===== config.mk =====
export PLATFORM = sky130hd
export DESIGN_NAME = block_transfer_seq_flat
export DESIGN_NICKNAME = d
export VERILOG_FILES = /design/src/rtl/block_transfer_seq_if.sv /design/src/rtl/block_transfer_seq.sv /design/src/flat_wrapper.sv
export SDC_FILE = /design/constraint.sdc
export NUM_CORES = 1
export LEC_CHECK = 0
export ABC_AREA = 1
export CAP_MARGIN = 30
export CORE_UTILIZATION = 52
export DETAILED_ROUTE_END_ITERATION = 10
export MAX_ROUTING_LAYER = met4
export PLACE_DENSITY_LB_ADDON = 0.12
export SLEW_MARGIN = 30
export SYNTH_ARGS = -nofsm -noshare
export SYNTH_HDL_FRONTEND = slang
export SYNTH_SLANG_ARGS = --single-unit

===== constraint.sdc =====
create_clock -name clk -period 3.8 [get_ports clk]
set_clock_uncertainty 0.15 [all_clocks]
set_input_delay 1.14 -clock clk [delete_from_list [all_inputs] [get_ports clk]]
set_output_delay 1.14 -clock clk [all_outputs]
set_load 0.01 [all_outputs]

===== src/rtl/block_transfer_seq_if.sv =====
// Memory bus and register-file port bundle for the block transfer sequencer.
// master = the sequencer, slave = the memory/register-file side.
interface block_transfer_seq_if;
  logic        mem_req;
  logic        mem_we;
  logic [31:0] mem_addr;
  logic [31:0] mem_wdata;
  logic        mem_ack;
  logic [31:0] mem_rdata;
  logic [3:0]  rf_read_addr;
  logic [31:0] rf_read_data;
  logic [3:0]  rf_write_addr;
  logic [31:0] rf_write_data;
  logic        rf_reg_write;

  modport master (
    output mem_req, mem_we, mem_addr, mem_wdata,
    input  mem_ack, mem_rdata,
    output rf_read_addr, rf_write_addr, rf_write_data, rf_reg_write,
    input  rf_read_data
  );

  modport slave (
    input  mem_req, mem_we, mem_addr, mem_wdata,
    output mem_ack, mem_rdata,
    input  rf_read_addr, rf_write_addr, rf_write_data, rf_reg_write,
    output rf_read_data
  );
endinterface


===== src/rtl/block_transfer_seq.sv =====
// Load/store-multiple sequencer: walks a 16-bit register list lowest-first,
// one memory access per register, with optional base register writeback.
module block_transfer_seq (
  input  logic        clk,
  input  logic        rst,
  input  logic        start,
  input  logic        load,
  input  logic [15:0] reg_list,
  input  logic [31:0] base_addr,
  input  logic [3:0]  base_reg,
  input  logic        writeback,
  output logic        busy,
  output logic        done,
  block_transfer_seq_if.master bus
);

  typedef enum logic [2:0] {IDLE, SCAN, MEM, LOAD_WR, WB_BASE, DONE} state_t;

  state_t      state, state_d, pick;
  logic        load_q, wb_q, supp_q;
  logic [15:0] list_q, list_clr, sel_list;
  logic [3:0]  base_reg_q, idx_q, lsb;
  logic [31:0] base_q, addr_q, rdata_q;
  logic [4:0]  count_q;

  always_comb begin
    lsb = '0;
    for (int unsigned i = 16; i > 0; i--)
      if (list_q[i-1]) lsb = 4'(i - 1);
  end

  assign list_clr = list_q & ~(16'd1 << idx_q);

  // In MEM the selection must see the list with the current bit already cleared.
  always_comb begin
    sel_list = (state == MEM) ? list_clr : list_q;
    if (|sel_list)             pick = SCAN;
    else if (wb_q && !supp_q)  pick = WB_BASE;
    else                       pick = DONE;
  end

  always_comb begin
    state_d = state;
    case (state)
      IDLE:    if (start) state_d = SCAN;
      SCAN:    state_d = (list_q == '0) ? DONE : MEM;
      MEM:     if (bus.mem_ack) state_d = load_q ? LOAD_WR : pick;
      LOAD_WR: state_d = pick;
      WB_BASE: state_d = DONE;
      DONE:    state_d = IDLE;
      default: state_d = IDLE;
    endcase
  end

  always_ff @(posedge clk) begin
    if (rst) begin
      state      <= IDLE;
      load_q     <= 1'b0;
      wb_q       <= 1'b0;
      supp_q     <= 1'b0;
      list_q     <= '0;
      base_reg_q <= '0;
      idx_q      <= '0;
      base_q     <= '0;
      addr_q     <= '0;
      rdata_q    <= '0;
      count_q    <= '0;
    end else begin
      state <= state_d;
      case (state)
        IDLE: if (start) begin
          load_q     <= load;
          list_q     <= reg_list;
          base_reg_q <= base_reg;
          wb_q       <= writeback;
          supp_q     <= load & reg_list[base_reg];
          base_q     <= base_addr & 32'hFFFF_FFFC;
          addr_q     <= base_addr & 32'hFFFF_FFFC;
          count_q    <= '0;
        end
        SCAN: idx_q <= lsb;
        MEM: if (bus.mem_ack) begin
          list_q  <= list_clr;
          addr_q  <= addr_q + 32'd4;
          count_q <= count_q + 5'd1;
          rdata_q <= bus.mem_rdata;
        end
        default: ;
      endcase
    end
  end

  // Strobes are masked by rst so nothing is issued during the reset cycle itself.
  always_comb begin
    busy              = (state != IDLE);
    done              = 1'b0;
    bus.mem_req       = 1'b0;
    bus.mem_we        = 1'b0;
    bus.mem_addr      = '0;
    bus.mem_wdata     = '0;
    bus.rf_read_addr  = '0;
    bus.rf_write_addr = '0;
    bus.rf_write_data = '0;
    bus.rf_reg_write  = 1'b0;
    case (state)
      SCAN: bus.rf_read_addr = lsb;
      MEM: begin
        bus.mem_req      = ~rst;
        bus.mem_we       = ~load_q & ~rst;
        bus.mem_addr     = addr_q;
        bus.mem_wdata    = bus.rf_read_data;
        bus.rf_read_addr = idx_q;
      end
      LOAD_WR: begin
        bus.rf_reg_write  = ~rst;
        bus.rf_write_addr = idx_q;
        bus.rf_write_data = rdata_q;
      end
      WB_BASE: begin
        bus.rf_reg_write  = ~rst;
        bus.rf_write_addr = base_reg_q;
        bus.rf_write_data = base_q + {25'd0, count_q, 2'b00};
      end
      DONE: done = ~rst;
      default: ;
    endcase
  end

endmodule


===== src/flat_wrapper.sv =====
// flat-port wrapper written by rule: the top's interface ports become plain ports
module block_transfer_seq_flat 
  (clk, rst, start, load, reg_list, base_addr, base_reg, writeback, busy, done, bus_mem_req, bus_mem_we, bus_mem_addr, bus_mem_wdata, bus_mem_ack, bus_mem_rdata, bus_rf_read_addr, bus_rf_write_addr, bus_rf_write_data, bus_rf_reg_write, bus_rf_read_data);
  block_transfer_seq_if bus_i ();
  input  logic clk;
  input  logic rst;
  input  logic start;
  input  logic load;
  input  logic [15:0] reg_list;
  input  logic [31:0] base_addr;
  input  logic [3:0] base_reg;
  input  logic writeback;
  output logic busy;
  output logic done;
  output wire logic [$bits(bus_i.mem_req)-1:0] bus_mem_req;
  output wire logic [$bits(bus_i.mem_we)-1:0] bus_mem_we;
  output wire logic [$bits(bus_i.mem_addr)-1:0] bus_mem_addr;
  output wire logic [$bits(bus_i.mem_wdata)-1:0] bus_mem_wdata;
  input wire logic [$bits(bus_i.mem_ack)-1:0] bus_mem_ack;
  input wire logic [$bits(bus_i.mem_rdata)-1:0] bus_mem_rdata;
  output wire logic [$bits(bus_i.rf_read_addr)-1:0] bus_rf_read_addr;
  output wire logic [$bits(bus_i.rf_write_addr)-1:0] bus_rf_write_addr;
  output wire logic [$bits(bus_i.rf_write_data)-1:0] bus_rf_write_data;
  output wire logic [$bits(bus_i.rf_reg_write)-1:0] bus_rf_reg_write;
  input wire logic [$bits(bus_i.rf_read_data)-1:0] bus_rf_read_data;
  assign bus_mem_req = bus_i.mem_req;
  assign bus_mem_we = bus_i.mem_we;
  assign bus_mem_addr = bus_i.mem_addr;
  assign bus_mem_wdata = bus_i.mem_wdata;
  assign bus_i.mem_ack = bus_mem_ack;
  assign bus_i.mem_rdata = bus_mem_rdata;
  assign bus_rf_read_addr = bus_i.rf_read_addr;
  assign bus_rf_write_addr = bus_i.rf_write_addr;
  assign bus_rf_write_data = bus_i.rf_write_data;
  assign bus_rf_reg_write = bus_i.rf_reg_write;
  assign bus_i.rf_read_data = bus_rf_read_data;
  block_transfer_seq u_core (.clk(clk), .rst(rst), .start(start), .load(load), .reg_list(reg_list), .base_addr(base_addr), .base_reg(base_reg), .writeback(writeback), .busy(busy), .done(done), .bus(bus_i));
endmodule

==> impl_results.md, run 1 <==
* Initial Utilization at 53.37%
* Placed Area at 0.01020 mm²
* Share of the synthesized area in the top cell type at 32.65%
* Die area at 0.01547 mm²
* Root buf cell: clkbuf_16
* Clk_lat worst skew at 0.42 ns
* Drt first-iter violations at 866
* Final hold violation count at 0
* LEAKAGE at 0.004662 µW
* Post-DP HPWL at 18890 µm
* Cells after Synth at 1246
* FILL cells at 1206
* Fmax at 0.2542 GHz
* Int Pwr at 3207 µW
* Ranking of synthesized cells by area: dfxtp_1 (33%), nand2_1 (11%), nor2_1 (9.1%)
* First-pass GRT wire length at 42480 µm
* Core area at 0.01459 mm²
* Least-Margin Pin Slew at 0.6582 ns
* CP max FO at 6
* Required time worst endpoint at 2.51 ns
* Per-cell routed wire length at 16.14 µm
* Site Rows at 44
* Width of the chip at 124.4 µm
* Nature of the critical path startpoint: flop
* Number of distinct library cells after synthesis at 52
* Switching Fraction at 34.30%
* Hold buffers post-CTS at 0
* Final wirelength at 26880 µm
* Flop pwr share at 36.1%
* PD cells at 438.5 mW/mm²
* Crit. End Element: primary output
* Gate power share at 28.0%
* Hold Crit Class: flop to flop
* Failing checks: setup timing
* GRT Util Overall at 34.69%
* Setup TNS at -0.1339 ns
* Gr ovfl total at 0
* Warnings from Yosys at 0
* P_sw at 1674 µW
* Pre-CTS WS at -0.09251 ns
* Area leader, netlist: dfxtp_1
* Met3 routed WL at 2184 µm
* Count leader, synth: nand2_1
* RePlAce Congestion at 0.9574
* Seq/Total Area, Yosys at 32.65%
* R2R depth at 12
* Flop2flop setup slack at 0.61 ns
* CTS Buffer Depth at 2
* Number of global-route vias before repair at 8554
* Hold wc startpoint: u_core.rdata_q[0]$_SDFFE_PP0P_
* Chip height at 124.4 µm
* Top layer in use: met4
* Register bit total from synthesis at 127
* Max Cap Viol at 0
* CTS buffer count at 17
* Number of remaining DRC errors at 0
* Antenna cells at 0
* WP data arrival at 2.64 ns
* Nets at 1598
* Synth Area per Inst at 6.249 µm²
* Share of layout cells above drive strength 1 at 10.53%
* 1st-pass router iterations at 6
* Antenna-violating nets left at 0
* M1 WL at 11830 µm
* Area delta synth->final at 42.95%
* Ys flop type: dfxtp_1
* Worst-path clk slew at 0.06 ns
* R2R Path End: u_core.addr_q[9]$_SDFFE_PP0P_
* Initial antenna violation count at 0
* Clock Power Share at 35.9%
* RSZ-0062 raised after global routing: yes
* Number of max-slew violations in the final report at 0
* Rel. slew slack at 56.06%
* PortBufs at 226
* Reg2Reg Launch Point: u_core.state[1]$_SDFFE_PP0P_
* Setup violations, final at 1
* Design area at 0.01113 mm²
* CTS Sinks at 127
* TritonCTS clock tree: done
* Asr flop ratio synth at 0%
* WHS at 0.3119 ns
* CP startpoint: u_core.count_q[2]$_SDFFE_PP0P_
* CP endpoint: bus_rf_write_data[31]
* Via count at 9359
* Post-synth top cells: nand2_1 (231), nor2_1 (188), inv_1 (155)
* Drt via density at 5.621
* Largest net degree at the start of global routing at 55
* Setup CP Type: flop to primary output
* Io pins at 231
* Netlist Area Pre-Place at 0.007786 mm²
* Worst IR Drop VDD at 0.4596 mV
* Placed Cells incl. Taps at 1616
* Final min period at 3.934 ns
* Final worst slack at -0.1339 ns
* Final cell count without fillers at 1665
* Fin crit share at 103.5%
* H-tree levels at 4
* Outcome: finished, violations left
* Number of synthesized flops with an enable pin at 0
* Metal2 WL at 12290 µm
worst min path at each step:
stage / endpoint / slack (ns) / cells after the start
floorplan: u_core.rdata_q[30]$_SDFFE_PP0P_ / 0.28 / 2
global placement: u_core.rdata_q[1]$_SDFFE_PP0P_ / 0.29 / 2
detailed placement: u_core.rdata_q[1]$_SDFFE_PP0P_ / 0.30 / 2
CTS: u_core.base_reg_q[0]$_SDFFE_PP0P_ / 0.32 / 2
global route: u_core.base_reg_q[1]$_SDFFE_PP0P_ / 0.34 / 2
finish: u_core.rdata_q[0]$_SDFFE_PP0P_ / 0.31 / 2
layout make-up:
type	instances	area (µm²)	area share [%]
Sequential cell	127	2557	22.98
Clock inverter	11	161.4	1.450
Inverter	164	619.3	5.564
Tap cell	184	230.2	2.068
Timing Repair Buffer	269	2509	22.54
Multi-Input combinational cell	889	4583	41.18
Clock buffer	21	470.5	4.227
worst max-delay path: stages, from the launching register on:
cell     delay, ns
dfxtp_4       0.36
ha_4          0.31
nand3_2       0.07
nand2_2       0.09
nand2_2       0.07
nand2_2       0.09
a21oi_4       0.07
nor2_4        0.14
nand2_4       0.08
nor2_4        0.17
buf_6         0.13
buf_6         0.09
nand2_4       0.05
nor2_2        0.14
nand2_1       0.11
nand3_2       0.08
nand2_1       0.05
buf_2         0.13
power groups by stage:
| stage | Clock (µW) | Combinational [µW] | Sequential, µW |
|---|---|---|---|
| after floorplan | 0 | 872 | 1700 |
| after global placement | 0 | 1280 | 1770 |
| after detailed placement | 0 | 1310 | 1770 |
| after CTS | 1760 | 1330 | 1750 |
| after global routing | 1820 | 1500 | 1790 |
| final | 1750 | 1360 | 1760 |
cells in the final DEF (no fill, tap or decap), drive strengths merged, types with 7 or more instances in the layout:
cell type	instances
nor3	31
o21ai	150
nand3	55
clkbuf	32
nor2	190
nand4	34
o22ai	7
xor2	16
nand2	234
buf	48
clkinv	9
a31oi	16
inv	160
dlygate4sd2	10
ha	7
o211ai	10
clkdlybuf4s50	197
nor4	7
a21oi	93
dfxtp	127
through the flow:
| step | utilization [%] | total power, µW |
|---|---|---|
| floorplan | - | 2572 |
| global placement | 69.90 | 3041 |
| detailed placement | 69.90 | 3074 |
| CTS | 75.56 | 4830 |
| global route | 76.30 | 5114 |
| finish | 76.30 | 4881 |
per-layer routing:
layer,up-vias,track usage (%)
met2,473,53.10
met1,4272,45.83
met4,0,10.63
li1,4557,-
met5,-,-
met3,57,7.174
kinds of logic after synthesis:
logic type               Yosys count  synth area share [%]
adder cells (fa/ha/maj)            8                 1.382
buffers and inverters            231                 11.54
other                              1               0.04816
flip-flops                       127                 32.65
multiplexers                       1                0.1286
AND/OR/NAND/NOR                  560                 30.72
AO/OA/AOI/OAI                    302                 21.73
XOR/XNOR                          16                 1.800
sequential cells by signal (all words and copies together) (netlist names):
signal,cells
u_core.idx_q,4
u_core.state,3
u_core.wb_q,1
u_core.list_q,16
u_core.base_q,30
u_core.count_q,5
u_core.base_reg_q,4
u_core.supp_q,1
u_core.rdata_q,32
u_core.load_q,1
u_core.addr_q,30
repair_timing:
item / in CTS / in global routing
pin swaps: 10 / 15
cloned: 0 / 0
buffers inserted: 12 / 6
resized for setup: 78 / 61
endpoints found under the setup margin: 28 / 53
No activity file was read; power rests on OpenSTA's default activity.
==> run 2, diff against run 1 <==
Settings changed: CORE_MARGIN set to 1.5.
==> impl_results.md, run 2 (synthesized netlist as in run 1, its figures left out) <==
* Gate power share at 28.8%
* Largest net degree at the start of global routing at 60
* Width of the chip at 125.4 µm
* Final worst slack at 0.01270 ns
* PD cells at 435.6 mW/mm²
* Root buf cell: clkbuf_16
* LEAKAGE at 0.004547 µW
* Flop pwr share at 36.8%
* Top flop regs: u_core.rdata_q: 32 flops, u_core.addr_q: 30 flops, u_core.base_q: 30 flops
* GRT Util Overall at 34.72%
* Placed Cells incl. Taps at 1615
* Buf+Inv Stages, Crit Path at 4
* Pre-CTS WS at -0.08180 ns
* 1st-pass router iterations at 7
* P_sw at 1688 µW
* Chip height at 125.4 µm
* Nets at 1590
* Antenna-violating nets left at 0
* Hold Crit Class: flop to flop
* CTS Buffer Depth at 2
* Reg with most FFs: u_core.rdata_q
* Antenna cells at 0
* Nature of the critical path startpoint: flop
* Reg2Reg Launch Point: u_core.state[2]$_SDFFE_PP0P_
* Most frequent cells in the layout: nand2_1 (224), clkdlybuf4s50_1 (200), nor2_1 (185), inv_1 (153), o21ai_0 (128)
* Number of max-slew violations in the final report at 0
* Least-Margin Pin Slew at 0.6726 ns
* Io pins at 231
* R2R Path End: u_core.addr_q[16]$_SDFFE_PP0P_
* Worst hold endpoint: u_core.base_reg_q[1]$_SDFFE_PP0P_
* Final wirelength at 27230 µm
* H-tree levels at 4
* Fin crit share at 99.67%
* Final hold violation count at 0
* Share of layout cells above drive strength 1 at 9.301%
* TritonCTS clock tree: done
* Design area at 0.01102 mm²
* Area delta synth->final at 41.59%
* Crit. End Element: primary output
* Number of remaining DRC errors at 0
* Required time worst endpoint at 2.51 ns
* Drt via density at 5.704
* Rel. slew slack at 55.10%
* Flop2flop setup slack at 0.98 ns
* FILL cells at 1169
* Worst-path cell chain: ha_4 -> a21oi_2 -> nand2_2 -> nand2_2 -> nand2_4 -> a21oi_4 -> nor2_4 -> buf_12 -> nand2_4 -> nor2_4 -> buf_6 -> buf_4 -> nand3_1 -> nand2_1 -> o21ai_1 -> buf_2
* CTS Sinks at 127
* PortBufs at 226
* Setup TNS at 0 ns
* CP max FO at 5
* Via count at 9452
* Commonest non-fill, non-tap cell in the layout: nand2_1
* Slowest stage cell, crit path: dfxtp_2
* Drt first-iter violations at 1013
* Hold depth at 2
* Final min period at 3.787 ns
* R2R depth at 13
* Clock Power Share at 34.4%
* Number of global-route vias before repair at 8690
* RSZ-0062 raised after global routing: yes
* Setup violations, final at 0
* Largest register FFs at 32
* Initial antenna violation count at 0
* Die area at 0.01572 mm²
* CTS buffer count at 17
* Clk_lat worst skew at 0.42 ns
* Hold buffers post-CTS at 0
* Placed Area at 0.01020 mm²
* Gr ovfl total at 0
* Cell family with most CP delay: simple AND/OR/NAND/NOR gates
* Initial Utilization at 53.37%
* Worst stage delay on the critical path at 0.34 ns
* Setup CP Type: flop to primary output
* Fmax at 0.2640 GHz
* WP data arrival at 2.50 ns
* Switching Fraction at 35.16%
* Post-DP HPWL at 19440 µm
* First-pass GRT wire length at 43110 µm
* RePlAce Congestion at 0.9476
* Final cell count without fillers at 1657
* Site Rows at 44
* Max Cap Viol at 0
* Int Pwr at 3114 µW
* Outcome: finished clean
* Per-cell routed wire length at 16.43 µm
* Worst IR Drop VDD at 0.3295 mV
* Core area at 0.01459 mm²
* Worst-path clk slew at 0.06 ns
* Hold wc startpoint: u_core.base_reg_q[1]$_SDFFE_PP0P_
## run 2: area by class of cell
type | count | area (µm²) | area share [%]
timing repair buffer | 261 | 2490 | 22.59
clock buffer | 22 | 454.2 | 4.120
clock inverter | 10 | 137.6 | 1.248
multi-input combinational | 889 | 4538 | 41.16
sequential | 127 | 2555 | 23.18
tap | 184 | 230.2 | 2.088
inverter | 164 | 619.3 | 5.618
## run 2: routing by layer
layer	wire, µm	up-vias	global-route usage [%]
met5	0	-	-
met4	718	0	10.70
met3	2282	83	6.076
met2	12610	529	54.48
met1	11620	4300	45.78
li1	-	4540	-
## run 2: power by group through the flow
| stage | registers (µW) | logic, µW | clock network [µW] |
|---|---|---|---|
| 6_report | 1770 | 1380 | 1650 |
| 5_1_grt | 1790 | 1520 | 1730 |
| 4_1_cts | 1750 | 1340 | 1650 |
| 3_5_place_dp | 1770 | 1320 | 0 |
| 3_3_place_gp | 1770 | 1290 | 0 |
| 2_1_floorplan | 1700 | 872 | 0 |
## run 2: worst max-delay path by stage
| stage | from | endpoint | slack [ns] | depth (start not counted) |
|---|---|---|---|---|
| 6_report | u_core.count_q[2]$_SDFFE_PP0P_ | bus_rf_write_data[29] | 0.01 | 16 |
| 5_1_grt | u_core.count_q[1]$_SDFFE_PP0P_ | bus_rf_write_data[31] | -0.1 | 17 |
| 4_1_cts | u_core.count_q[1]$_SDFFE_PP0P_ | bus_rf_write_data[31] | -0.14 | 17 |
| 3_5_place_dp | rst | bus_mem_req | -0.08 | 4 |
| 3_3_place_gp | rst | done | -0.06 | 3 |
| 2_1_floorplan | rst | done | 0.59 | 3 |
## run 2: per-stage QoR
step	total power, µW	hold WS, ns	utilization [%]
finish	4802	0.3030	75.57
global route	5041	0.3154	75.57
CTS	4744	0.3037	75.00
detailed placement	3088	0.2961	69.93
global placement	3057	0.2886	69.93
floorplan	2572	0.2798	-
## run 2: worst min-delay path, cell delays in order, from the launching register on
cell,delay (ns)
dfxtp_1,0.29
inv_1,0.06
a21oi_1,0.05
## run 2: timing repair
| action | CTS | global route |
|---|---|---|
| endpoints found under the setup margin | 27 | 59 |
| buffers inserted | 7 | 3 |
| pin swaps | 7 | 12 |
| resized for setup | 78 | 42 |
==> run 3, diff against run 2 <==
Settings changed: GPL_TIMING_DRIVEN set to 0.
==> impl_results.md, run 3 (synthesized netlist as in run 1, its figures left out) <==
* Commonest non-fill, non-tap cell in the layout: nand2_1
* Final hold violation count at 0
* Die area at 0.01572 mm²
* First-pass GRT wire length at 51330 µm
* Setup violations, final at 10
* Number of max-slew violations in the final report at 0
* GRT Util Overall at 42.62%
* Worst-path clk slew at 0.06 ns
* Number of global-route vias before repair at 9828
* Reg with most FFs: u_core.rdata_q
* Reg2Reg Launch Point: u_core.state[2]$_SDFFE_PP0P_
* Flop2flop setup slack at 1.32 ns
* Placed Cells incl. Taps at 1655
* Root buf cell: clkbuf_16
* Share of layout cells above drive strength 1 at 12.64%
* Initial Utilization at 53.37%
* Design area at 0.01149 mm²
* Site Rows at 44
* Area delta synth->final at 47.55%
* Final wirelength at 35350 µm
* Antenna-violating nets left at 0
* Placed Area at 0.01026 mm²
* Final cell count without fillers at 1719
* Most frequent CP cell: nand2_1
* Chip height at 125.4 µm
* Io pins at 231
* CTS Sinks at 127
* Antenna cells at 0
* Fmax at 0.2570 GHz
* Final min period at 3.891 ns
* Initial antenna violation count at 0
* CP endpoint: bus_rf_write_data[27]
* Failing checks: setup timing
* Cell family with most CP delay: simple AND/OR/NAND/NOR gates
* Hold buffers post-CTS at 0
* LEAKAGE at 0.005105 µW
* Setup CP Type: flop to primary output
* Buf+Inv Stages, Crit Path at 1
* Drt first-iter violations at 1375
* Worst IR Drop VDD at 0.3821 mV
* 1st-pass router iterations at 8
* Nature of the critical path startpoint: flop
* TritonCTS clock tree: done
* Crit. End Element: primary output
* Least-Margin Pin Slew at 0.7547 ns
* PD cells at 439.2 mW/mm²
* R2R depth at 11
* CTS Buffer Depth at 2
* WP data arrival at 2.60 ns
* Nets at 1653
* Hold Crit Class: flop to flop
* Drt via density at 6.207
* Fin crit share at 102.4%
* FILL cells at 1039
* Most frequent cells in the layout: nand2_1 (223), clkdlybuf4s50_1 (182), nor2_1 (180), inv_1 (154), dfxtp_1 (120)
* CP startpoint: u_core.base_q[14]$_SDFFE_PP0P_
* Gr ovfl total at 0
* Largest net degree at the start of global routing at 20
* RePlAce Congestion at 1.020
* R2R Path End: u_core.count_q[0]$_SDFFE_PP0P_
* CP max FO at 6
* RSZ-0062 raised after global routing: yes
* Worst stage delay on the critical path at 0.50 ns
* Final worst slack at -0.09124 ns
* Largest register FFs at 32
* Number of remaining DRC errors at 0
* Worst-path cell chain: nand2_1 -> nor3_1 -> nand2_1 -> nor4_1 -> nand4_1 -> xor2_1 -> o21ai_1 -> clkbuf_2
* WP depth at 8
* PortBufs at 224
* Final Power at 5046 µW
* Rel. slew slack at 49.69%
* Per-cell routed wire length at 20.57 µm
* Max Cap Viol at 0
* H-tree levels at 4
* Required time worst endpoint at 2.51 ns
* Clk_lat worst skew at 0.43 ns
* Top flop regs: u_core.rdata_q: 32 flops, u_core.addr_q: 30 flops, u_core.base_q: 30 flops
* WHS at 0.3367 ns
* Slowest stage cell, crit path: dfxtp_1
* CTS buffer count at 17
* Post-DP HPWL at 23020 µm
* Core area at 0.01459 mm²
* Outcome: finished, violations left
* Via count at 10670
* Width of the chip at 125.4 µm
==> run 3: changes by cell type in the layout (fill, tap and decap cells not counted), moves of 5 or more <==
cell | before | now
buf_2 | 6 | 29
o21ai_0 | 128 | 117
clkdlybuf4s50_1 | 200 | 182
clkbuf_1 | 4 | 30
dlymetal6s2s_1 | 1 | 17
buf_6 | 2 | 7
clkbuf_4 | 0 | 6
nor2_1 | 185 | 180
o21ai_1 | 20 | 28
==> run 3: final cells by class <==
class,count,area (µm²),share of cell area (%)
multi-input cells,889,4664,40.60
repair buffers,258,2471,21.51
clock buffers,19,452.9,3.942
well taps,184,230.2,2.004
inverters,164,619.3,5.391
clock inverters,12,161.4,1.405
plain buffers,66,327.8,2.853
flip-flops and latches,127,2561,22.29
==> run 3: where the power goes <==
group | switching, µW | internal [µW] | leakage (µW)
Sequential | 219 | 1540 | 0.00105
Combinational | 1010 | 548 | 0.00375
Clock | 659 | 1070 | 0.000303
Total | 1890 | 3160 | 0.00510
==> run 3: how the worst min path moves through the flow <==
stage	start	endpoint	slack, ns	cells after the start
after global routing	u_core.base_q[31]$_SDFFE_PP0P_	u_core.base_q[31]$_SDFFE_PP0P_	0.35	2
after detailed placement	u_core.rdata_q[0]$_SDFFE_PP0P_	u_core.rdata_q[0]$_SDFFE_PP0P_	0.30	2
after floorplan	u_core.rdata_q[30]$_SDFFE_PP0P_	u_core.rdata_q[30]$_SDFFE_PP0P_	0.28	2
after CTS	u_core.rdata_q[1]$_SDFFE_PP0P_	u_core.rdata_q[1]$_SDFFE_PP0P_	0.31	2
final	u_core.wb_q$_SDFFE_PP0P_	u_core.wb_q$_SDFFE_PP0P_	0.34	2
after global placement	u_core.rdata_q[0]$_SDFFE_PP0P_	u_core.rdata_q[0]$_SDFFE_PP0P_	0.29	2
==> run 3: what timing repair did <==
action / CTS / global route
setup buffers: 25 / 12
endpoints found under the setup margin: 94 / 91
pin swaps: 20 / 25
resized for setup: 130 / 99
==> run 3: worst register-to-register path: cells and delay by family (launching register included) <==
kind | cells | cell delay, ns
AO/OA/AOI/OAI | 3 | 0.50
buffers and inverters | 5 | 0.96
flip-flops | 1 | 0.37
AND/OR/NAND/NOR | 3 | 0.36
==> run 3: per-stage QoR <==
step                      utilization (%)  setup TNS (ns)  setup slack [ns]
after floorplan                         -               0            0.5883
after global placement              70.34         -0.2455           -0.1861
after detailed placement            70.34         -0.8441           -0.1870
after CTS                           77.12         -0.2891           -0.1246
after global routing                78.75          -1.505           -0.1883
final                               78.75         -0.4594          -0.09124
==> run 3: routing by layer <==
layer  routed length [µm]  up-vias  GRT usage, %
li1                     -     4668             -
met1                13070     4812         50.52
met2                15960      953         68.92
met3                 4200      237         8.601
met4                 2125        0         21.32
met5                    0        -             -
